**src/rtl/instruction_decode_stage_if.sv**
```systemverilog
// Fetch-side and execute-side handshake bundle for the decode stage.
interface instruction_decode_stage_if #(
   parameter int XLEN     = 32,
   parameter int PC_WIDTH = 32
);
   logic                flush;
   logic                in_valid;
   logic                in_ready;
   logic [31:0]         instruction;
   logic [PC_WIDTH-1:0] pc_in;
   logic                out_valid;
   logic                out_ready;
   logic [6:0]          opcode;
   logic [4:0]          rd;
   logic [2:0]          funct3;
   logic [4:0]          rs1_address;
   logic [4:0]          rs2_address;
   logic [6:0]          funct7;
   logic [XLEN-1:0]     immediate;
   logic                opcode_c_mode;
   logic                illegal;
   logic [PC_WIDTH-1:0] pc_out;

   // upstream/downstream environment view
   modport master (
      output flush, in_valid, instruction, pc_in, out_ready,
      input  in_ready, out_valid, opcode, rd, funct3, rs1_address, rs2_address,
             funct7, immediate, opcode_c_mode, illegal, pc_out
   );

   // decode stage view
   modport slave (
      input  flush, in_valid, instruction, pc_in, out_ready,
      output in_ready, out_valid, opcode, rd, funct3, rs1_address, rs2_address,
             funct7, immediate, opcode_c_mode, illegal, pc_out
   );
endinterface

```
**src/rtl/instruction_decode_stage.sv**
```systemverilog
// Registered RV32I + RVC-subset decode stage with optional 2-entry skid buffer.
module instruction_decode_stage #(
   parameter int XLEN     = 32,
   parameter int PC_WIDTH = 32,
   parameter bit ENABLE_C = 1'b1,
   parameter bit SKID     = 1'b1
) (
   input logic                       clk,
   input logic                       rst,
   instruction_decode_stage_if.slave bus
);

   typedef struct packed {
      logic [6:0]          opcode;
      logic [4:0]          rd;
      logic [2:0]          funct3;
      logic [4:0]          rs1;
      logic [4:0]          rs2;
      logic [6:0]          funct7;
      logic [XLEN-1:0]     imm;
      logic                c_mode;
      logic                illegal;
      logic [PC_WIDTH-1:0] pc;
   } entry_t;

   entry_t      dec;
   logic [31:0] imm32;
   logic [31:0] w;
   logic [15:0] h;

   entry_t out_q, out_d, skid_q, skid_d;
   logic   out_valid_q, out_valid_d;
   logic   skid_valid_q, skid_valid_d;
   logic   in_ready_q, in_ready_d;
   logic   in_ready, accept, pop;

   // Decode the incoming fetch word; fields not used by a format stay zero.
   always_comb begin
      dec      = '0;
      imm32    = '0;
      w        = bus.instruction;
      h        = bus.instruction[15:0];
      dec.pc   = bus.pc_in;
      if (w[1:0] == 2'b11) begin
         dec.opcode = w[6:0];
         case (w[6:2])
            5'b01101, 5'b00101: begin
               dec.rd = w[11:7];
               imm32  = {w[31:12], 12'b0};
            end
            5'b11011: begin
               dec.rd = w[11:7];
               imm32  = {{11{w[31]}}, w[31], w[19:12], w[20], w[30:21], 1'b0};
            end
            5'b11001, 5'b00000, 5'b00100: begin
               dec.rd     = w[11:7];
               dec.rs1    = w[19:15];
               dec.funct3 = w[14:12];
               imm32      = {{20{w[31]}}, w[31:20]};
            end
            5'b01000: begin
               dec.rs1    = w[19:15];
               dec.rs2    = w[24:20];
               dec.funct3 = w[14:12];
               imm32      = {{20{w[31]}}, w[31:25], w[11:7]};
            end
            5'b11000: begin
               dec.rs1    = w[19:15];
               dec.rs2    = w[24:20];
               dec.funct3 = w[14:12];
               imm32      = {{19{w[31]}}, w[31], w[7], w[30:25], w[11:8], 1'b0};
            end
            5'b01100: begin
               dec.rd     = w[11:7];
               dec.rs1    = w[19:15];
               dec.rs2    = w[24:20];
               dec.funct3 = w[14:12];
               dec.funct7 = w[31:25];
            end
            default: dec.illegal = 1'b1;
         endcase
      end else begin
         // 16-bit word: illegal unless it matches a supported expansion
         dec.c_mode  = 1'b1;
         dec.illegal = 1'b1;
         if (ENABLE_C) begin
            case ({h[1:0], h[15:13]})
               5'b00_010: begin // c.lw -> lw
                  dec.illegal = 1'b0;
                  dec.opcode  = 7'h03;
                  dec.rd      = {2'b01, h[4:2]};
                  dec.rs1     = {2'b01, h[9:7]};
                  dec.funct3  = 3'd2;
                  imm32       = {25'b0, h[5], h[12:10], h[6], 2'b0};
               end
               5'b00_110: begin // c.sw -> sw
                  dec.illegal = 1'b0;
                  dec.opcode  = 7'h23;
                  dec.rs2     = {2'b01, h[4:2]};
                  dec.rs1     = {2'b01, h[9:7]};
                  dec.funct3  = 3'd2;
                  imm32       = {25'b0, h[5], h[12:10], h[6], 2'b0};
               end
               5'b01_000, 5'b01_010: begin // c.addi / c.li -> addi
                  dec.illegal = 1'b0;
                  dec.opcode  = 7'h13;
                  dec.rd      = h[11:7];
                  dec.rs1     = h[14] ? 5'd0 : h[11:7];
                  imm32       = {{27{h[12]}}, h[6:2]};
               end
               5'b01_101: begin // c.j -> jal x0
                  dec.illegal = 1'b0;
                  dec.opcode  = 7'h6F;
                  imm32       = {{21{h[12]}}, h[8], h[10:9], h[6], h[7], h[2], h[11], h[5:3], 1'b0};
               end
               5'b10_100: begin // c.mv / c.add -> add; rs2==0 encodings are not supported
                  if (h[6:2] != 5'd0) begin
                     dec.illegal = 1'b0;
                     dec.opcode  = 7'h33;
                     dec.rd      = h[11:7];
                     dec.rs1     = h[12] ? h[11:7] : 5'd0;
                     dec.rs2     = h[6:2];
                  end
               end
               default: ;
            endcase
         end
      end
      dec.imm = XLEN'($signed(imm32));
   end

   // SKID=1 keeps in_ready purely registered; SKID=0 trades that for one less entry.
   assign in_ready = SKID ? in_ready_q : (!out_valid_q || bus.out_ready);
   assign accept   = bus.in_valid && in_ready && !bus.flush;
   assign pop      = out_valid_q && bus.out_ready;

   // Next-state for the output register and skid entry (FIFO order: skid drains first).
   always_comb begin
      out_d        = out_q;
      skid_d       = skid_q;
      out_valid_d  = out_valid_q;
      skid_valid_d = skid_valid_q;
      if (bus.flush) begin
         out_valid_d  = 1'b0;
         skid_valid_d = 1'b0;
      end else if (SKID) begin
         if (!out_valid_q || pop) begin
            if (skid_valid_q) begin
               out_d        = skid_q;
               out_valid_d  = 1'b1;
               skid_valid_d = 1'b0;
            end else begin
               out_valid_d = accept;
               if (accept) out_d = dec;
            end
         end else if (accept) begin
            skid_d       = dec;
            skid_valid_d = 1'b1;
         end
      end else begin
         if (accept) begin
            out_d       = dec;
            out_valid_d = 1'b1;
         end else if (pop) begin
            out_valid_d = 1'b0;
         end
      end
      in_ready_d = !skid_valid_d;
   end

   // State registers; reset clears all held entries and data outputs.
   always_ff @(posedge clk or posedge rst) begin
      if (rst) begin
         out_q        <= '0;
         skid_q       <= '0;
         out_valid_q  <= 1'b0;
         skid_valid_q <= 1'b0;
         in_ready_q   <= 1'b1;
      end else begin
         out_q        <= out_d;
         skid_q       <= skid_d;
         out_valid_q  <= out_valid_d;
         skid_valid_q <= skid_valid_d;
         in_ready_q   <= in_ready_d;
      end
   end

   assign bus.in_ready      = in_ready;
   assign bus.out_valid     = out_valid_q;
   assign bus.opcode        = out_q.opcode;
   assign bus.rd            = out_q.rd;
   assign bus.funct3        = out_q.funct3;
   assign bus.rs1_address   = out_q.rs1;
   assign bus.rs2_address   = out_q.rs2;
   assign bus.funct7        = out_q.funct7;
   assign bus.immediate     = out_q.imm;
   assign bus.opcode_c_mode = out_q.c_mode;
   assign bus.illegal       = out_q.illegal;
   assign bus.pc_out        = out_q.pc;

endmodule

```
**src/flat_wrapper.sv**
```systemverilog
// flat-port wrapper written by rule: the top's interface ports become plain ports
module instruction_decode_stage_flat 
#(
   parameter int XLEN     = 32,
   parameter int PC_WIDTH = 32,
   parameter bit ENABLE_C = 1'b1,
   parameter bit SKID     = 1'b1
)
  (clk, rst, bus_flush, bus_in_valid, bus_instruction, bus_pc_in, bus_out_ready, bus_in_ready, bus_out_valid, bus_opcode, bus_rd, bus_funct3, bus_rs1_address, bus_rs2_address, bus_funct7, bus_immediate, bus_opcode_c_mode, bus_illegal, bus_pc_out);
  instruction_decode_stage_if #(.XLEN(XLEN), .PC_WIDTH(PC_WIDTH)) bus_i ();
  input logic clk;
  input logic rst;
  input wire logic [$bits(bus_i.flush)-1:0] bus_flush;
  input wire logic [$bits(bus_i.in_valid)-1:0] bus_in_valid;
  input wire logic [$bits(bus_i.instruction)-1:0] bus_instruction;
  input wire logic [$bits(bus_i.pc_in)-1:0] bus_pc_in;
  input wire logic [$bits(bus_i.out_ready)-1:0] bus_out_ready;
  output wire logic [$bits(bus_i.in_ready)-1:0] bus_in_ready;
  output wire logic [$bits(bus_i.out_valid)-1:0] bus_out_valid;
  output wire logic [$bits(bus_i.opcode)-1:0] bus_opcode;
  output wire logic [$bits(bus_i.rd)-1:0] bus_rd;
  output wire logic [$bits(bus_i.funct3)-1:0] bus_funct3;
  output wire logic [$bits(bus_i.rs1_address)-1:0] bus_rs1_address;
  output wire logic [$bits(bus_i.rs2_address)-1:0] bus_rs2_address;
  output wire logic [$bits(bus_i.funct7)-1:0] bus_funct7;
  output wire logic [$bits(bus_i.immediate)-1:0] bus_immediate;
  output wire logic [$bits(bus_i.opcode_c_mode)-1:0] bus_opcode_c_mode;
  output wire logic [$bits(bus_i.illegal)-1:0] bus_illegal;
  output wire logic [$bits(bus_i.pc_out)-1:0] bus_pc_out;
  assign bus_i.flush = bus_flush;
  assign bus_i.in_valid = bus_in_valid;
  assign bus_i.instruction = bus_instruction;
  assign bus_i.pc_in = bus_pc_in;
  assign bus_i.out_ready = bus_out_ready;
  assign bus_in_ready = bus_i.in_ready;
  assign bus_out_valid = bus_i.out_valid;
  assign bus_opcode = bus_i.opcode;
  assign bus_rd = bus_i.rd;
  assign bus_funct3 = bus_i.funct3;
  assign bus_rs1_address = bus_i.rs1_address;
  assign bus_rs2_address = bus_i.rs2_address;
  assign bus_funct7 = bus_i.funct7;
  assign bus_immediate = bus_i.immediate;
  assign bus_opcode_c_mode = bus_i.opcode_c_mode;
  assign bus_illegal = bus_i.illegal;
  assign bus_pc_out = bus_i.pc_out;
  instruction_decode_stage #(.XLEN(XLEN), .PC_WIDTH(PC_WIDTH), .ENABLE_C(ENABLE_C), .SKID(SKID)) u_core (.clk(clk), .rst(rst), .bus(bus_i));
endmodule
```
**config.mk**
```make
export PLATFORM = sky130hd
export DESIGN_NAME = instruction_decode_stage_flat
export DESIGN_NICKNAME = d
export VERILOG_FILES = /design/src/rtl/instruction_decode_stage_if.sv /design/src/rtl/instruction_decode_stage.sv /design/src/flat_wrapper.sv
export SDC_FILE = /design/constraint.sdc
export NUM_CORES = 1
export LEC_CHECK = 0
export CORE_MARGIN = 3
export CORE_UTILIZATION = 40
export CTS_BUF_LIST = sky130_fd_sc_hd__clkbuf_2 sky130_fd_sc_hd__clkbuf_4 sky130_fd_sc_hd__clkbuf_8
export CTS_CLUSTER_DIAMETER = 100
export DETAILED_ROUTE_END_ITERATION = 8
export PLACE_DENSITY = 0.66
export SLEW_MARGIN = 10
export SYNTH_ARGS = -nofsm -noshare
export SYNTH_HDL_FRONTEND = slang
export SYNTH_SLANG_ARGS = --single-unit
```
**constraint.sdc**
```tcl
create_clock -name clk -period 6.5 [get_ports clk]
set_input_delay 1.3 -clock clk [delete_from_list [all_inputs] [get_ports clk]]
set_output_delay 1.3 -clock clk [all_outputs]
set_load 0.02 [all_outputs]
```
* Word level (Yosys, flattened, before mapping)
Index checks and enable logic that the tools add are counted. W data, S select, Z words.
Operators by class: equality and inequality tests 15, muxes and demuxes 31, bitwise logic cells 2, reduce and logical (&&, ||, !) cells 22
Operators with widths (count):
- $mux W98 | 2
- $pmux W32 S5 | 1
- $pmux W32 S3 | 1
- $pmux W7 S5 | 1
- $mux W32 | 1
- $eq A5 B4 Y1 const B | 6
- $pmux W5 S3 | 2
- $mux W25 | 1
- $eq A5 B5 Y1 const B | 4
- $mux W5 | 4
- $eq A5 B3 Y1 const B | 3
- $mux W7 | 2
- $mux W11 | 1
- $mux W1 | 10
- $mux W10 | 1
- $pmux W5 S2 | 1
- $reduce_or A9 Y1 | 1
- $mux W8 | 1
- $reduce_or A7 Y1 | 1
- $reduce_and A3 Y1 | 2
- $reduce_or A2 Y1 | 3
- $reduce_or A3 Y1 | 2
- $reduce_or A6 Y1 | 1
- $eq A5 B2 Y1 const B | 1
- 11 further kinds | 17
Word-level totals: register bits 199, input port bits 69, output and inout bits 100, word-level logic and storage cells 93

* Logic depth before layout (Yosys ltp)
Gate-level depths: netlist of the first run.
depth after elaboration 6, depth in mapped cells 8, mapped depth without buffers 5

* Worst setup path before layout of the first run
OpenSTA, ideal clock, no wires.
path kind input to register, from input port bus_instruction[6], to register u_core.out_q, in the netlist u_core.bus.rd[0], setup time 0.141 ns, arrival time 2.648 ns, data required time 6.359 ns, slack 3.712 ns, stages on the path 6, path buffers 1, cell sequence buf_6 > or3_4 > o311ai_4 > o211ai_4 > a22oi_2 > a211oi_1
On the way: word-level cells in the longest chain between the ends 6, elaborated cells between the ends (all ways) 15, those cells by class eq/ne (6); mux (6); reduce/logical (3)
RTL lines:
- from (decl) | line flat_wrapper.sv:15 | input wire logic [$bits(bus_i.instruction)-1:0] bus_instruction;
- $eq A5 B4 Y1 (tied with other cells) | line instruction_decode_stage.sv:46 | case (w[6:2])
- $reduce_or A7 Y1 (no line) / $mux W11 (equally long branches)
- $mux W5 / $pmux W5 S3 (equally long branches) | line instruction_decode_stage.sv:46, instruction_decode_stage.sv:87
- $mux W25 * | line instruction_decode_stage.sv:44 | if (w[1:0] == 2'b11) begin
- $mux W98 * | line instruction_decode_stage.sv:154 | if (accept) out_d = dec;
- $mux W98 * | line instruction_decode_stage.sv:148 | if (skid_valid_q) begin
- to (signal assigned) | line instruction_decode_stage.sv:180 | out_q <= out_d;
- to (decl) | line instruction_decode_stage.sv:31 | entry_t out_q, out_d, skid_q, skid_d;
Mark *: on every way between the ends. The rest lies on a longest branch, timed or not. The select of a mux whose other input is x is not followed. A chain may end at the register's enable or synchronous reset.

* Worst setup path after layout of the first run
from input port bus_instruction[0], to register u_core.skid_q[35] (netlist bit)
On the way: word-level cells in the longest chain between the ends 4, elaborated cells between the ends (all ways) 10, those cells by class eq/ne (6); mux (2); reduce/logical (2)
RTL lines:
- $eq A5 B4 Y1 (tied with other cells) | line instruction_decode_stage.sv:87 | case ({h[1:0], h[15:13]})
- $reduce_or A2 Y1, on equally long branches
- $pmux W32 S3 | line instruction_decode_stage.sv:87
- $mux W32 * | line instruction_decode_stage.sv:44
- to (signal assigned) | line instruction_decode_stage.sv:181 | skid_q <= skid_d;
- to (decl) | line instruction_decode_stage.sv:31
Mark *: on every way between the ends. The rest lies on a longest branch, timed or not.

==> out/summary.log, run 1 <==
[sta] Hold Vio Cnt, Final 0
[floorplanning] number of rows in the core area 55
[place] count of placed standard cells including taps 1440
[power] standby leakage power 0.004789 uW
[yosys] cell count after synthesis 1027
[grt] largest net degree at the start of global routing 91
[setup_path] top fanout value on the critical path 34
[layout] fraction of layout instances using a drive strength above 1 6.730%
[yosys] proportion of synthesized chip area in sequential cells 52.96%
[sta] Worst Skew 0.01897 ns
[floorplanning] horizontal extent of the die 159.3 um
[worst_hold_path] path type of the worst min-delay path flop to flop
[yosys] total of flip-flops plus latches after synthesis 199
[sta] post-layout minimum cycle time 3.694 ns
[yosys] leading post-synthesis cells by cell area dfrtp_1 53%, nand2_1 8.4%, a21oi_1 4.5%, o21ai_0 4.3%, nor2_1 3.6%
[routing] final routed wire length divided by cell count 18.17 um
[yosys] Syn. warnings 0
[place] routability congestion estimate from global placement 0.9137
[yosys] post-synth design cell area 0.009405 mm2
[routing] number of DRC markers in iteration 0 758
[grt] global-route wire length before repair 43500 um
[floorplanning] Starting Density 41.17%
[grt] global router's overall resource usage 21.14%
[layout] Fillers 2130
[grt] antenna violations before repair 0
[floorplanning] die outline area 0.02539 mm2
[clock_tree] insertion delay of the later-clocked pin in the worst-skew pair 0.47 ns
[yosys] Synth Flop Type dfrtp_1
[clock_tree] Max Root-Sink Buffers 2
[clock_tree] clk root buf clkbuf_8
[routing] final wirelength 26740 um
[power] PwrDens 257.6 mW/mm2
[power] largest vdd supply drop 0.1207 mV
[clock_tree] number of gates given a new drive strength after cts 0
[place] IO buf count 168
[yosys] fraction of registers with async set/reset 100.0%
[layout] final instance area 0.01165 mm2
[layout] Antenna Diode Count 0
[place] Placement Cell Area 0.01128 mm2
[clock_tree] Clock Sinks 199
[clock_tree] cts hold-fix bufs 0
[sta] unrepaired setup endpoints after global routing no
[yosys] Synth area leader dfrtp_1
[sta] Pins Over Slew Limit 0
[job] MaxCap Viol Count 0
[routing] total number of vias 8029
[yosys] mean area per synthesized cell 9.158 um2
[yosys] top cell types by occurrence after synthesis 211 x nand2_1, 198 x dfrtp_1, 91 x nor2_1
[floorplanning] Boundary Pins 169
[clock_tree] # H-tree levels 4
[yosys] EDFF count, synth 0
[clock_tree] clock buffer count from CTS 17
[setup_path] worst setup path class input pin to flop
[sta] Max Freq 0.2707 GHz
[grt] grt ovf 0
[status] run status complete, no violations
[layout] area grow syn2layout 23.85%
[floorplanning] die height 159.3 um
[setup_path] element type at the critical path end flop
[yosys] Post-Synthesis Net Count 1096
[setup_path] data required time of the critical path 6.88 ns
[place] dpl hpwl 18140 um
[floorplanning] area of the core region 0.02285 mm2
[setup_path] worst reg2reg setup slack 3.79 ns
[sta] slew at the pin with the worst max-slew slack 1.206 ns
[yosys] area fraction of the dominant cell type after synthesis 52.68%
[yosys] cell with the most instances after synthesis nand2_1
[clock_tree] TritonCTS clock tree built
[sta] share of the clock period used by the worst path 56.83%
[grt] number of global-route vias before repair 7752
[clock_tree] setup bufs post-CTS 0
[layout] count of non-filler cells in the finished layout 1472
[yosys] Yosys cell types 68
[routing] vias per cell 5.454
[sta] final total negative setup slack 0 ns
[setup_path] arrival time of the worst setup path 4.07 ns
[clock_tree] clock-pin slew on the worst setup and hold paths 0.10 ns
[setup_path] type of origin of the critical path input pin
[routing] antenna violation net count after detailed routing 0
[routing] Residual DRC 0
[sta] Finish-stage setup viols 0
[routing] number of iterations in the first detailed-routing pass 7
[sta] worst rel slew slack 19.29%
[layout] final net count 1215
[power] Tot Pwr 3001 uW
## stage by stage
stage	hold slack [ns]	setup slack (ns)	utilization, %
final	0.4798	2.806	50.99
after global routing	0.5042	2.691	50.99
after CTS	0.4842	2.914	50.99
after detailed placement	0.4608	2.368	49.36
after global placement	0.4525	2.498	49.36
after floorplan	0.4403	2.626	-
## cells in the final DEF, fill, tap and decap left out, drive strengths merged, types with 6 or more instances in the layout
| cell type | Yosys | final |
|---|---|---|
| nand2 | 211 | 211 |
| clkbuf | 56 | 18 |
| or4 | 9 | 9 |
| o21ai | 103 | 103 |
| a211oi | 22 | 22 |
| buf | 25 | 13 |
| mux2 | 8 | 8 |
| and2 | 7 | 7 |
| nor2 | 91 | 91 |
| a21oi | 84 | 84 |
| mux2i | 32 | 32 |
| dfrtp | 198 | 198 |
| a31oi | 25 | 25 |
| a311oi | 8 | 8 |
| inv | 7 | 14 |
| o22ai | 6 | 6 |
| and3 | 10 | 10 |
| clkdlybuf4s50 | 0 | 168 |
| a21o | 6 | 6 |
| a22oi | 11 | 11 |
| nor3 | 29 | 29 |
| nand3 | 8 | 8 |
| o31ai | 7 | 7 |
## report_power, final
| part | total, uW | switching [uW] | internal (uW) |
|---|---|---|---|
| logic | 704 | 393 | 311 |
| registers | 1530 | 103 | 1430 |
| clock network | 768 | 481 | 287 |
## area by class of cell
cell class	instances	area (um2)	area share, %
sequential	199	4985	42.79
multi-input combinational	740	4080	35.03
timing repair buffer	181	1792	15.38
tap	313	391.6	3.362
clock buffer	18	241.5	2.073
clock inverter	14	128.9	1.106
inverter	7	30.03	0.2578
## logic make-up (layout without fill, tap and decap cells)
| family | Yosys count | count (layout) | synth area share, % |
|---|---|---|---|
| buf+inv | 88 | 220 | 3.898 |
| simple gates | 399 | 399 | 18.85 |
| compound gates | 301 | 301 | 19.93 |
| mux | 40 | 40 | 4.364 |
| flops | 199 | 199 | 52.96 |
## registers in the layout, summed over array words and instances (netlist names), 3 cells and up
name,count
u_core.bus.rs2_address,5
u_core.bus.rd,5
u_core.bus.opcode,7
u_core.bus.funct3,3
u_core.skid_q,98
u_core.bus.immediate,32
u_core.bus.rs1_address,5
u_core.bus.funct7,7
u_core.bus.pc_out,32
## metal layers
metal  track usage [%]  vias to the layer above  wire length (um)
li1                  -                     3842                 -
met1             30.15                     3931             12350
met2             33.41                      230             12720
met3             3.824                       26              1260
met4             5.690                        0               410
met5                 0                        -                 0
## critical path, stage by stage
cell and delay (ns):
clkdlybuf4s50_1 0.87, and2_1 1.00, and2_2 0.51, a22oi_1 0.18, o21ai_0 0.20
## worst paths after layout
| check | cells past startpoint | from | endpoint |
|---|---|---|---|
| worst max-delay path | 5 | bus_instruction[0] | u_core.skid_q[35] |
| worst min-delay path | 2 | u_core.skid_q[65] | u_core.skid_q[65] |
| worst max register to register | 6 | u_core.skid_valid_q | u_core.bus.immediate[19] |
| worst min register to register | 2 | u_core.skid_q[65] | u_core.skid_q[65] |
| max in group asynchronous | 3 | rst | u_core.skid_valid_q |
| min in group asynchronous | 2 | rst | u_core.bus.pc_out[23] |
No activity file was read; power rests on OpenSTA's default activity.
==> run 2, diff against run 1 <==
- PLACE_DENSITY: 0.66 -> default
- clock period: 6.5 -> 3.4 ns (I/O delays scaled with it)
==> run 2 against run 1 <==
Compared with the run above: non-clock buffer count rose by 28; critical path depth rose by 2; highest routed layer unchanged; worst setup slack got worse by 1.9 ns; total power rose by 97%; first-iteration DRC count fell by 16%.
==> out/summary.log, run 2 (synthesized netlist as in run 1, its figures left out) <==
[grt] global router's overall resource usage 21.66%
[grt] largest net degree at the start of global routing 89
[layout] fraction of layout instances using a drive strength above 1 8.930%
[sta] worst rel slew slack 44.78%
[routing] final routed wire length divided by cell count 18.19 um
[routing] final wirelength 27280 um
[status] run status complete, no violations
[sta] Max Freq 0.4007 GHz
[grt] global-route wire length before repair 44420 um
[setup_path] Register-to-Register Path Depth 5
[setup_path] arrival time of the worst setup path 2.89 ns
[job] MaxCap Viol Count 0
[grt] number of global-route vias before repair 7922
[sta] Worst Skew 0.01778 ns
[sta] slew at the pin with the worst max-slew slack 0.8273 ns
[place] routability congestion estimate from global placement 0.8793
[sta] Pins Over Slew Limit 0
[clock_tree] setup bufs post-CTS 0
[clock_tree] Clock Sinks 199
[setup_path] element type at the critical path end flop
[clock_tree] clock-pin slew on the worst setup and hold paths 0.10 ns
[routing] antenna violation net count after detailed routing 0
[power] Tot Pwr 5912 uW
[place] IO buf count 168
[routing] Residual DRC 0
[floorplanning] horizontal extent of the die 159.3 um
[power] standby leakage power 0.004968 uW
[setup_path] top fanout value on the critical path 13
[clock_tree] Max Root-Sink Buffers 2
[setup_path] source of the worst register-to-register timing path u_core.skid_valid_q
[power] largest vdd supply drop 0.2529 mV
[sta] post-layout minimum cycle time 2.496 ns
[layout] most common cell after layout, fill and taps aside nand2_1
[layout] most frequent cells in the layout 210 x nand2_1, 197 x dfrtp_1, 168 x clkdlybuf4s50_1
[sta] setup slack after layout 0.9041 ns
[floorplanning] number of rows in the core area 55
[layout] count of non-filler cells in the finished layout 1500
[routing] total number of vias 8065
[setup_path] worst setup path class input pin to flop
[clock_tree] clock buffer count from CTS 17
[sta] share of the clock period used by the worst path 73.41%
[layout] Most flops, register u_core.skid_q
[floorplanning] die outline area 0.02539 mm2
[layout] max reg flops 98
[clock_tree] TritonCTS clock tree built
[layout] final cell utilization of the core 52.38%
[layout] final net count 1243
[sta] Finish-stage setup viols 0
[setup_path] CP Launch Point bus_instruction[2]
[layout] area grow syn2layout 27.23%
[clock_tree] # H-tree levels 4
[routing] number of iterations in the first detailed-routing pass 6
[layout] Antenna Diode Count 0
[clock_tree] insertion delay of the later-clocked pin in the worst-skew pair 0.48 ns
[worst_hold_path] Worst Min Path Start u_core.skid_q[41]
[floorplanning] Boundary Pins 169
[grt] grt ovf 0
[routing] vias per cell 5.377
[sta] Hold Vio Cnt, Final 0
[layout] Fillers 2164
[floorplanning] die height 159.3 um
[sta] unrepaired setup endpoints after global routing no
[setup_path] type of origin of the critical path input pin
[clock_tree] clk root buf clkbuf_8
[worst_hold_path] hold path cells 2
[clock_tree] number of gates given a new drive strength after cts 0
[setup_path] worst reg2reg setup slack 0.95 ns
[place] count of placed standard cells including taps 1468
[floorplanning] area of the core region 0.02285 mm2
[power] PwrDens 494.1 mW/mm2
[place] dpl hpwl 18970 um
[setup_path] data required time of the critical path 3.79 ns
[grt] antenna violations before repair 0
[clock_tree] cts hold-fix bufs 0
[place] Post-Place Worst Slack 0.4605 ns
[worst_hold_path] path type of the worst min-delay path flop to flop
[sta] final total negative setup slack 0 ns
[floorplanning] Starting Density 41.17%
[routing] number of DRC markers in iteration 0 633
-- run 2: cell count changes in the layout (fill, tap and decap cells not counted), sizes merged --
cell	delta
bufinv	+1
clkinvlp	-1
buf	+28
inv	-1
clkinv	+1
-- run 2: critical path, stage by stage --
cell and delay, ns:
clkdlybuf4s50_1 0.62, buf_4 0.26, or4_1 0.45, nand4_1 0.15
and2_2 0.35, a22oi_1 0.17, o21ai_0 0.20
-- run 2: per-layer routing --
metal,track usage [%],wire length [um],part of all wire (%),vias up
met3,4.136,1388,5.1,23
met1,32.04,13170,48,3890
met2,33.29,12380,45,223
met4,4.656,340,1.2,0
met5,0,0,0,-
li1,-,-,-,3929
-- run 2: area by class of cell --
type | instances | area, um2 | share of cell area [%]
well taps | 313 | 391.6 | 3.273
clock buffers | 18 | 247.7 | 2.070
multi-input cells | 740 | 4080 | 34.10
clock inverters | 14 | 180.2 | 1.506
inverters | 7 | 30.03 | 0.2509
repair buffers | 209 | 2052 | 17.15
flip-flops and latches | 199 | 4985 | 41.66
-- run 2: per-stage QoR --
step	hold WS, ns	instance area, um2
2_1_floorplan	0.4403	9409
3_3_place_gp	0.4535	11540
3_5_place_dp	0.4623	11540
4_1_cts	0.4880	11970
5_1_grt	0.5036	11970
6_report	0.4826	11970
-- run 2: worst paths after layout --
kind	endpoint
worst min-delay path	u_core.skid_q[41]
min in group asynchronous	u_core.bus.opcode[0]
worst min register to register	u_core.skid_q[41]
worst max register to register	u_core.bus.immediate[30]
max in group asynchronous	u_core.bus.rs2_address[3]
worst max-delay path	u_core.skid_q[35]
-- run 2: where the power goes --
group / switching [uW] / internal (uW)
Clock: 969 / 649
Sequential: 201 / 2730
Combinational: 746 / 621
